$ cat src/rtl/alu_decode_stage.sv
// alu_decode_stage: registered decode stage between fetch and the ALU.
// Turns an RV32I-style instruction into ALU control code, operand-select
// flags, register indices and a sign-extended immediate.
// Handshake: a transfer happens on a side only in a cycle where valid and
// ready are both high at the rising clock edge. valid never waits for ready,
// and a presented output bundle holds stable until it is taken.
// A 2-entry arrangement (output register + skid entry) keeps in_ready a
// pure register output: in_ready = !skid_full.
// Optional feature macro: ALU_CUSTOM_LOGIC_EN adds NOR/NAND on custom-0.
module alu_decode_stage #(
  parameter int          XLEN         = 32,
  parameter logic [3:0]  ILLEGAL_CTRL = 4'b0000
) (
  input  logic            clk,
  input  logic            rst,
  input  logic            in_valid,
  output logic            in_ready,
  input  logic [31:0]     in_instr,
  output logic            out_valid,
  input  logic            out_ready,
  output logic [3:0]      alu_control,
  output logic            use_imm,
  output logic [XLEN-1:0] imm,
  output logic [4:0]      rs1,
  output logic [4:0]      rs2,
  output logic [4:0]      rd,
  output logic            is_branch,
  output logic            invert_zero,
  output logic            illegal
);

  typedef struct packed {
    logic [3:0]      alu_control;
    logic            use_imm;
    logic [XLEN-1:0] imm;
    logic [4:0]      rs1;
    logic [4:0]      rs2;
    logic [4:0]      rd;
    logic            is_branch;
    logic            invert_zero;
    logic            illegal;
  } bundle_t;

  localparam logic [6:0] OPC_OP     = 7'b0110011;
  localparam logic [6:0] OPC_OP_IMM = 7'b0010011;
  localparam logic [6:0] OPC_LOAD   = 7'b0000011;
  localparam logic [6:0] OPC_STORE  = 7'b0100011;
  localparam logic [6:0] OPC_BRANCH = 7'b1100011;
  localparam logic [6:0] OPC_LUI    = 7'b0110111;
  localparam logic [6:0] OPC_CUST0  = 7'b0001011;

  localparam logic [3:0] ALU_AND  = 4'b0000;
  localparam logic [3:0] ALU_OR   = 4'b0001;
  localparam logic [3:0] ALU_ADD  = 4'b0010;
  localparam logic [3:0] ALU_XOR  = 4'b0011;
  localparam logic [3:0] ALU_SUB  = 4'b0110;
  localparam logic [3:0] ALU_SLT  = 4'b0111;
  localparam logic [3:0] ALU_SLTU = 4'b1000;
  localparam logic [3:0] ALU_SLL  = 4'b1100;
  localparam logic [3:0] ALU_SRL  = 4'b1101;
  localparam logic [3:0] ALU_SRA  = 4'b1111;

  // Shared funct3 -> ALU code map; alt selects SUB/SRA.
  function automatic logic [3:0] alu_op(input logic [2:0] f3, input logic alt);
    case (f3)
      3'b000:  alu_op = alt ? ALU_SUB : ALU_ADD;
      3'b001:  alu_op = ALU_SLL;
      3'b010:  alu_op = ALU_SLT;
      3'b011:  alu_op = ALU_SLTU;
      3'b100:  alu_op = ALU_XOR;
      3'b101:  alu_op = alt ? ALU_SRA : ALU_SRL;
      3'b110:  alu_op = ALU_OR;
      default: alu_op = ALU_AND;
    endcase
  endfunction

  logic [6:0]      opcode;
  logic [2:0]      funct3;
  logic [6:0]      funct7;
  logic [XLEN-1:0] imm_i, imm_s, imm_b, imm_u, imm_sh;
  bundle_t         dec;

  assign opcode = in_instr[6:0];
  assign funct3 = in_instr[14:12];
  assign funct7 = in_instr[31:25];
  assign imm_i  = {{(XLEN-12){in_instr[31]}}, in_instr[31:20]};
  assign imm_s  = {{(XLEN-12){in_instr[31]}}, in_instr[31:25], in_instr[11:7]};
  assign imm_b  = {{(XLEN-12){in_instr[31]}}, in_instr[7], in_instr[30:25],
                   in_instr[11:8], 1'b0};
  assign imm_u  = {in_instr[31:12], 12'b0};
  assign imm_sh = {{(XLEN-5){1'b0}}, in_instr[24:20]};

  // Combinational decode of the incoming instruction into a bundle.
  always_comb begin
    dec     = '0;
    dec.rs1 = in_instr[19:15];
    dec.rs2 = in_instr[24:20];
    dec.rd  = in_instr[11:7];
    case (opcode)
      OPC_OP: dec.alu_control = alu_op(funct3, in_instr[30]);
      OPC_OP_IMM: begin
        if ((funct3 == 3'b001 && funct7 != 7'b0000000) ||
            (funct3 == 3'b101 && funct7 != 7'b0000000 && funct7 != 7'b0100000)) begin
          dec.illegal     = 1'b1;
          dec.alu_control = ILLEGAL_CTRL;
        end else begin
          dec.alu_control = alu_op(funct3, (funct3 == 3'b101) && in_instr[30]);
          dec.use_imm     = 1'b1;
          dec.imm         = (funct3 == 3'b001 || funct3 == 3'b101) ? imm_sh : imm_i;
        end
      end
      OPC_LOAD: begin
        dec.alu_control = ALU_ADD;
        dec.use_imm     = 1'b1;
        dec.imm         = imm_i;
      end
      OPC_STORE: begin
        dec.alu_control = ALU_ADD;
        dec.use_imm     = 1'b1;
        dec.imm         = imm_s;
      end
      OPC_BRANCH: begin
        if (funct3 == 3'b010 || funct3 == 3'b011) begin
          dec.illegal     = 1'b1;
          dec.alu_control = ILLEGAL_CTRL;
        end else begin
          dec.is_branch   = 1'b1;
          dec.imm         = imm_b;
          // BNE/BLT/BLTU take the branch on a nonzero ALU result.
          dec.invert_zero = (funct3 == 3'b001) || (funct3 == 3'b100) || (funct3 == 3'b110);
          case (funct3[2:1])
            2'b00:   dec.alu_control = ALU_SUB;
            2'b10:   dec.alu_control = ALU_SLT;
            default: dec.alu_control = ALU_SLTU;
          endcase
        end
      end
      OPC_LUI: begin
        dec.alu_control = ALU_ADD;
        dec.use_imm     = 1'b1;
        dec.imm         = imm_u;
        dec.rs1         = 5'd0;
      end
`ifdef ALU_CUSTOM_LOGIC_EN
      OPC_CUST0: begin
        if (funct3 == 3'b000) begin
          dec.alu_control = 4'b0100;
        end else if (funct3 == 3'b001) begin
          dec.alu_control = 4'b0101;
        end else begin
          dec.illegal     = 1'b1;
          dec.alu_control = ILLEGAL_CTRL;
        end
      end
`else
      OPC_CUST0: begin
        dec.illegal     = 1'b1;
        dec.alu_control = ILLEGAL_CTRL;
      end
`endif
      default: begin
        dec.illegal     = 1'b1;
        dec.alu_control = ILLEGAL_CTRL;
      end
    endcase
  end

  bundle_t out_q, skid_q;
  logic    out_valid_q, skid_full;
  logic    accept;

  assign accept = in_valid && in_ready;

  // Output register and skid entry; skid always drains first to keep FIFO order.
  always_ff @(posedge clk) begin
    if (rst) begin
      out_valid_q <= 1'b0;
      out_q       <= '0;
      skid_full   <= 1'b0;
      skid_q      <= '0;
    end else if (!out_valid_q || out_ready) begin
      if (skid_full) begin
        out_q       <= skid_q;
        out_valid_q <= 1'b1;
        skid_full   <= 1'b0;
      end else if (accept) begin
        out_q       <= dec;
        out_valid_q <= 1'b1;
      end else begin
        out_valid_q <= 1'b0;
      end
    end else if (accept) begin
      skid_q    <= dec;
      skid_full <= 1'b1;
    end
  end

  assign in_ready    = !skid_full;
  assign out_valid   = out_valid_q;
  assign alu_control = out_q.alu_control;
  assign use_imm     = out_q.use_imm;
  assign imm         = out_q.imm;
  assign rs1         = out_q.rs1;
  assign rs2         = out_q.rs2;
  assign rd          = out_q.rd;
  assign is_branch   = out_q.is_branch;
  assign invert_zero = out_q.invert_zero;
  assign illegal     = out_q.illegal;

endmodule
$ cat config.mk
export PLATFORM = sky130hd
export DESIGN_NAME = alu_decode_stage
export DESIGN_NICKNAME = d
export VERILOG_FILES = /design/src/rtl/alu_decode_stage.sv
export SDC_FILE = /design/constraint.sdc
export NUM_CORES = 1
export LEC_CHECK = 0
export BUFFER_PORTS_ARGS = -buffer_cell sky130_fd_sc_hd__buf_4
export CORE_MARGIN = 8
export CORE_UTILIZATION = 25
export CTS_CLUSTER_SIZE = 8
export DETAILED_ROUTE_END_ITERATION = 6
export GPL_TIMING_DRIVEN = 0
export PLACE_DENSITY = 0.46
export SLEW_MARGIN = 15
export SYNTH_ARGS = -nofsm -noshare
export SYNTH_HDL_FRONTEND = slang
export SYNTH_SLANG_ARGS = --single-unit
$ cat constraint.sdc
create_clock -name clk -period 2.4 [get_ports clk]
set_clock_uncertainty 0.15 [all_clocks]
set_input_delay 0.12 -clock clk [delete_from_list [all_inputs] [get_ports clk]]
set_output_delay 0.12 -clock clk [all_outputs]
set_load 0.03 [all_outputs]
==> results.md <==
Critical path:
- STA classifies the critical path startpoint as a register.
- The data arrival time of the critical path is 2.35 ns.
- The critical path goes through nand2b_1 > buf_2 > o21a_1 > clkbuf_1 > o311ai_0 > o21ai_0 > nor2_1.
- The worst setup path is captured at a register.
- The number of buffers and inverters on the critical path is 2.
- Along the worst path, the maximum fanout reaches 10.
- By startpoint and endpoint, the worst setup path is classified as register to register.
- On the critical path, the stage with the largest delay is an instance of sky130_fd_sc_hd__clkbuf_1.
- STA puts the critical path data required time at 2.48 ns.
- Grouping stages by cell kind, the critical path spends the most delay in compound AO/OA/AOI/OAI gates.
- On the worst path, the slowest cell contributes a delay of 0.54 ns.

Routing:
- For this run, design rule violations remaining after detail routing come to 0.
- The first routing iteration left 308 violations.
- The first-pass iteration count of the detailed router is 4.
- The final antenna-violating net count is 0.
- The per-cell routed wire length is 18.14 µm.
- The overall via count from detail_route is 4990.
- Using the TritonRoute via totals, the vias-per-cell ratio works out to 4.931.
- Summed over all layers, the routed wires come to 18360 µm.

Floorplan:
- From left edge to right edge, the die measures 158.3 µm.
- Pin placement for this block handled 93 I/O pins.
- The count of standard-cell rows is 52.
- The initial utilization of the core area, before any placement, comes to 25.26%.
- The die covers 0.02505 mm².
- The die height is 158.3 µm.
- The core region area is 0.02004 mm².

Timing:
- The highest achievable clock rate is 0.4404 GHz.
- The max-slew violation count is 0.
- In the post-route analysis, the smallest setup slack over all paths is 0.1291 ns.
- The worst slew margin relative to its limit is 47.73%.
- The count of endpoints failing hold in the final timing report is 0.
- Setup repair after global routing left no endpoint under its margin.
- At the pin with the least slew margin, the transition time is 0.7840 ns.
- Setup violations remaining at the end of the flow were counted as 0.
- The final period demand of the worst path is 2.271 ns.
- The final critical-path share of the clock period is 94.62%.

Placement:
- At the end of routability-driven placement, the weighted congestion stood at 0.8495.
- Summed over all nets, the half-perimeter wirelength after detailed placement is 13990 µm.
- Port buffering added 89 buffers.
- In this run, placement finished with an instance count of 970.
- The worst slack at placement is -0.03963 ns.

Logic synthesis:
- The yosys synthesis warning count is 0.
- The top-area cell type share of the netlist area is 44.30%.
- The largest area contributor in the netlist is sky130_fd_sc_hd__dfxtp_1.
- After synthesis, the cell types taking the most area are sky130_fd_sc_hd__dfxtp_1 44%, sky130_fd_sc_hd__a211oi_1 6.2%, sky130_fd_sc_hd__nand2_1 6.2%, sky130_fd_sc_hd__a21oi_1 5.2%, sky130_fd_sc_hd__nor2_1 4.7%.
- The instance count of the mapped netlist is 611.
- Counting every net in the synthesized netlist gives 647.
- The flip-flop and latch count after synthesis is 112.
- The proportion of synthesized chip area in sequential cells is 44.30%.
- The post-synth design cell area is 0.005061 mm².
- The number of flops mapped to enable cells by yosys is 0.
- The synthesized area per cell is 8.283 µm².
- The commonest cells after synthesis are 112 x sky130_fd_sc_hd__dfxtp_1, 84 x sky130_fd_sc_hd__nand2_1, 63 x sky130_fd_sc_hd__nor2_1, 53 x sky130_fd_sc_hd__a21oi_1, 42 x sky130_fd_sc_hd__a211oi_1.
- In the post-synthesis netlist, the cell with the most instances is sky130_fd_sc_hd__dfxtp_1.
- Counting distinct cell types in the post-synthesis netlist gives 56.
- The prevailing post-synth register cell is sky130_fd_sc_hd__dfxtp_1.
- The async set-reset flop share out of synthesis is 0%.

Layout:
- The final antenna diode count is 0.
- The net total in the final layout is 773.
- The count of placed standard cells in the final layout, fillers left out is 1012.
- The proportion of layout cells with a drive suffix above 1 is 19.54%.
- From synthesis to final layout, the design area changed by 31.15%.
- The number of fill cells in the layout is 2176.

Global route:
- Across every metal layer, demand over resource in global routing totals 14.78%.
- The number of global-route vias before repair was 5115.
- The initial antenna violation count is 0.
- The total congestion overflow after global routing is 0.
- Entering global routing, the biggest net connects 18 pins.
- The first-pass GRT wire length is 28320 µm.

Flow run:
- Across the run, the number of max-cap violations was 0.

CTS:
- The clock tree from TritonCTS is done.
- The buffer type at the clock tree root is sky130_fd_sc_hd__clkbuf_16.
- The maximum clock insertion buffer count is 2.
- Clock tree synthesis inserted a total of 9 buffers.
- The clock sink total is 112.
- The clock reaches the later pin of the worst-skew pair after 0.35 ns.
- The H-tree depth reported by CTS is 3.
- The clock slew at the register clock pins of the worst setup and hold paths is 0.07 ns.

Pwr:
- The post-route total power is 4.140 mW.
- For this design the static power due to leakage is 2.349 nW.
- The worst-case vdd ir drop is 0.3518 mV.
- The ratio of total power to cell area is 623.7 mW/mm².

Min path:
- The path class of the tightest hold or removal check is input pin to register.

Outcome:
- The flow ran to the end, and the final reports show no timing, DRC or antenna violations.
==> flip-flops by register name, summed over array words and instances, names as in the netlist, 4 cells and up <==
signal and count:
skid_q 55, imm 32, rd 5, rs1 5, rs2 5, alu_control 4
==> worst reg2reg max path, stage by stage (launching register included) <==
cell and delay (ns):
sky130_fd_sc_hd__dfxtp_1 0.34, sky130_fd_sc_hd__nand2b_1 0.09, sky130_fd_sc_hd__buf_2 0.21, sky130_fd_sc_hd__o21a_1 0.39, sky130_fd_sc_hd__clkbuf_1 0.54, sky130_fd_sc_hd__o311ai_0 0.25
sky130_fd_sc_hd__o21ai_0 0.13, sky130_fd_sc_hd__nor2_1 0.05
==> metal layers <==
metal	wire, µm	share of wire [%]	GRT usage, %	up-vias
met5	0	0	0	-
met4	324	1.8	4.490	0
met3	1182	6.4	3.936	21
met2	8302	45	23.51	137
met1	8550	47	19.18	2374
li1	-	-	-	2458
==> cells in the final DEF, fill, tap and decap left out, drive strengths merged, types with 11 or more instances in the layout <==
| cell | instances |
|---|---|
| dfxtp | 112 |
| buf | 106 |
| nand2 | 84 |
| nor2 | 63 |
| a21oi | 55 |
| clkbuf | 54 |
| a211oi | 42 |
| o21ai | 27 |
| nand3 | 24 |
| dlygate4sd3 | 24 |
| a311oi | 23 |
| nor3 | 17 |
| and2 | 15 |
| mux2i | 11 |
==> report_power, final <==
part | total (mW) | switching [mW] | leakage, nW | internal (mW)
Sequential | 1.96 | 0.0383 | 0.912 | 1.93
Combinational | 0.630 | 0.396 | 1.29 | 0.234
Clock | 1.55 | 0.701 | 0.147 | 0.844
==> stage by stage <==
stage	hold slack (ns)	instance area (µm²)	util (%)	TNS, ns
after detailed placement	0.2387	6067	30.28	-0.03963
after floorplan	0.08787	5061	-	0
after global routing	0.09206	6638	33.12	0
after global placement	0.2342	6067	30.28	-0.1680
after CTS	0.07475	6609	32.98	0
final	0.08946	6638	33.12	0
==> layout make-up <==
cell class              instances  area [µm²]  share of cell area, %
plain buffers                  57       241.5                  3.638
flip-flops and latches        112        2242                  33.78
well taps                     270       337.8                  5.090
multi-input cells             438        2579                  38.85
clock buffers                  12       246.5                  3.713
clock inverters                 4       52.55                 0.7917
inverters                       4       15.01                 0.2262
repair buffers                115       923.4                  13.91
==> path summary, 6_finish.rpt <==
kind | start | end | slack [ns] | cells past startpoint
max reg2reg | out_valid$_SDFFE_PP0P_ | is_branch$_SDFFE_PP0P_ | 0.13 | 7
max | out_valid$_SDFFE_PP0P_ | is_branch$_SDFFE_PP0P_ | 0.13 | 7
min reg2reg | skid_q[6]$_SDFFE_PP0P_ | skid_q[6]$_SDFFE_PP0P_ | 0.31 | 2
min | in_instr[4] | imm[4]$_SDFFE_PP0P_ | 0.09 | 4
==> cells by family after synthesis <==
family	Yosys count	synth area share, %
simple gates	245	23.19
mux	12	2.398
compound gates	181	25.22
flops	112	44.30
buf+inv	61	4.895
==> timing repair <==
item | 4_1_cts | 5_1_grt
setup buffers | 0 | 2
pin swaps | 0 | 2
endpoints found under the hold margin | 75 | 0
endpoints found under the setup margin | 12 | 57
resized for setup | 2 | 11
hold buffers | 24 | 0
Note: power is estimated with default switching activity, not from simulation.
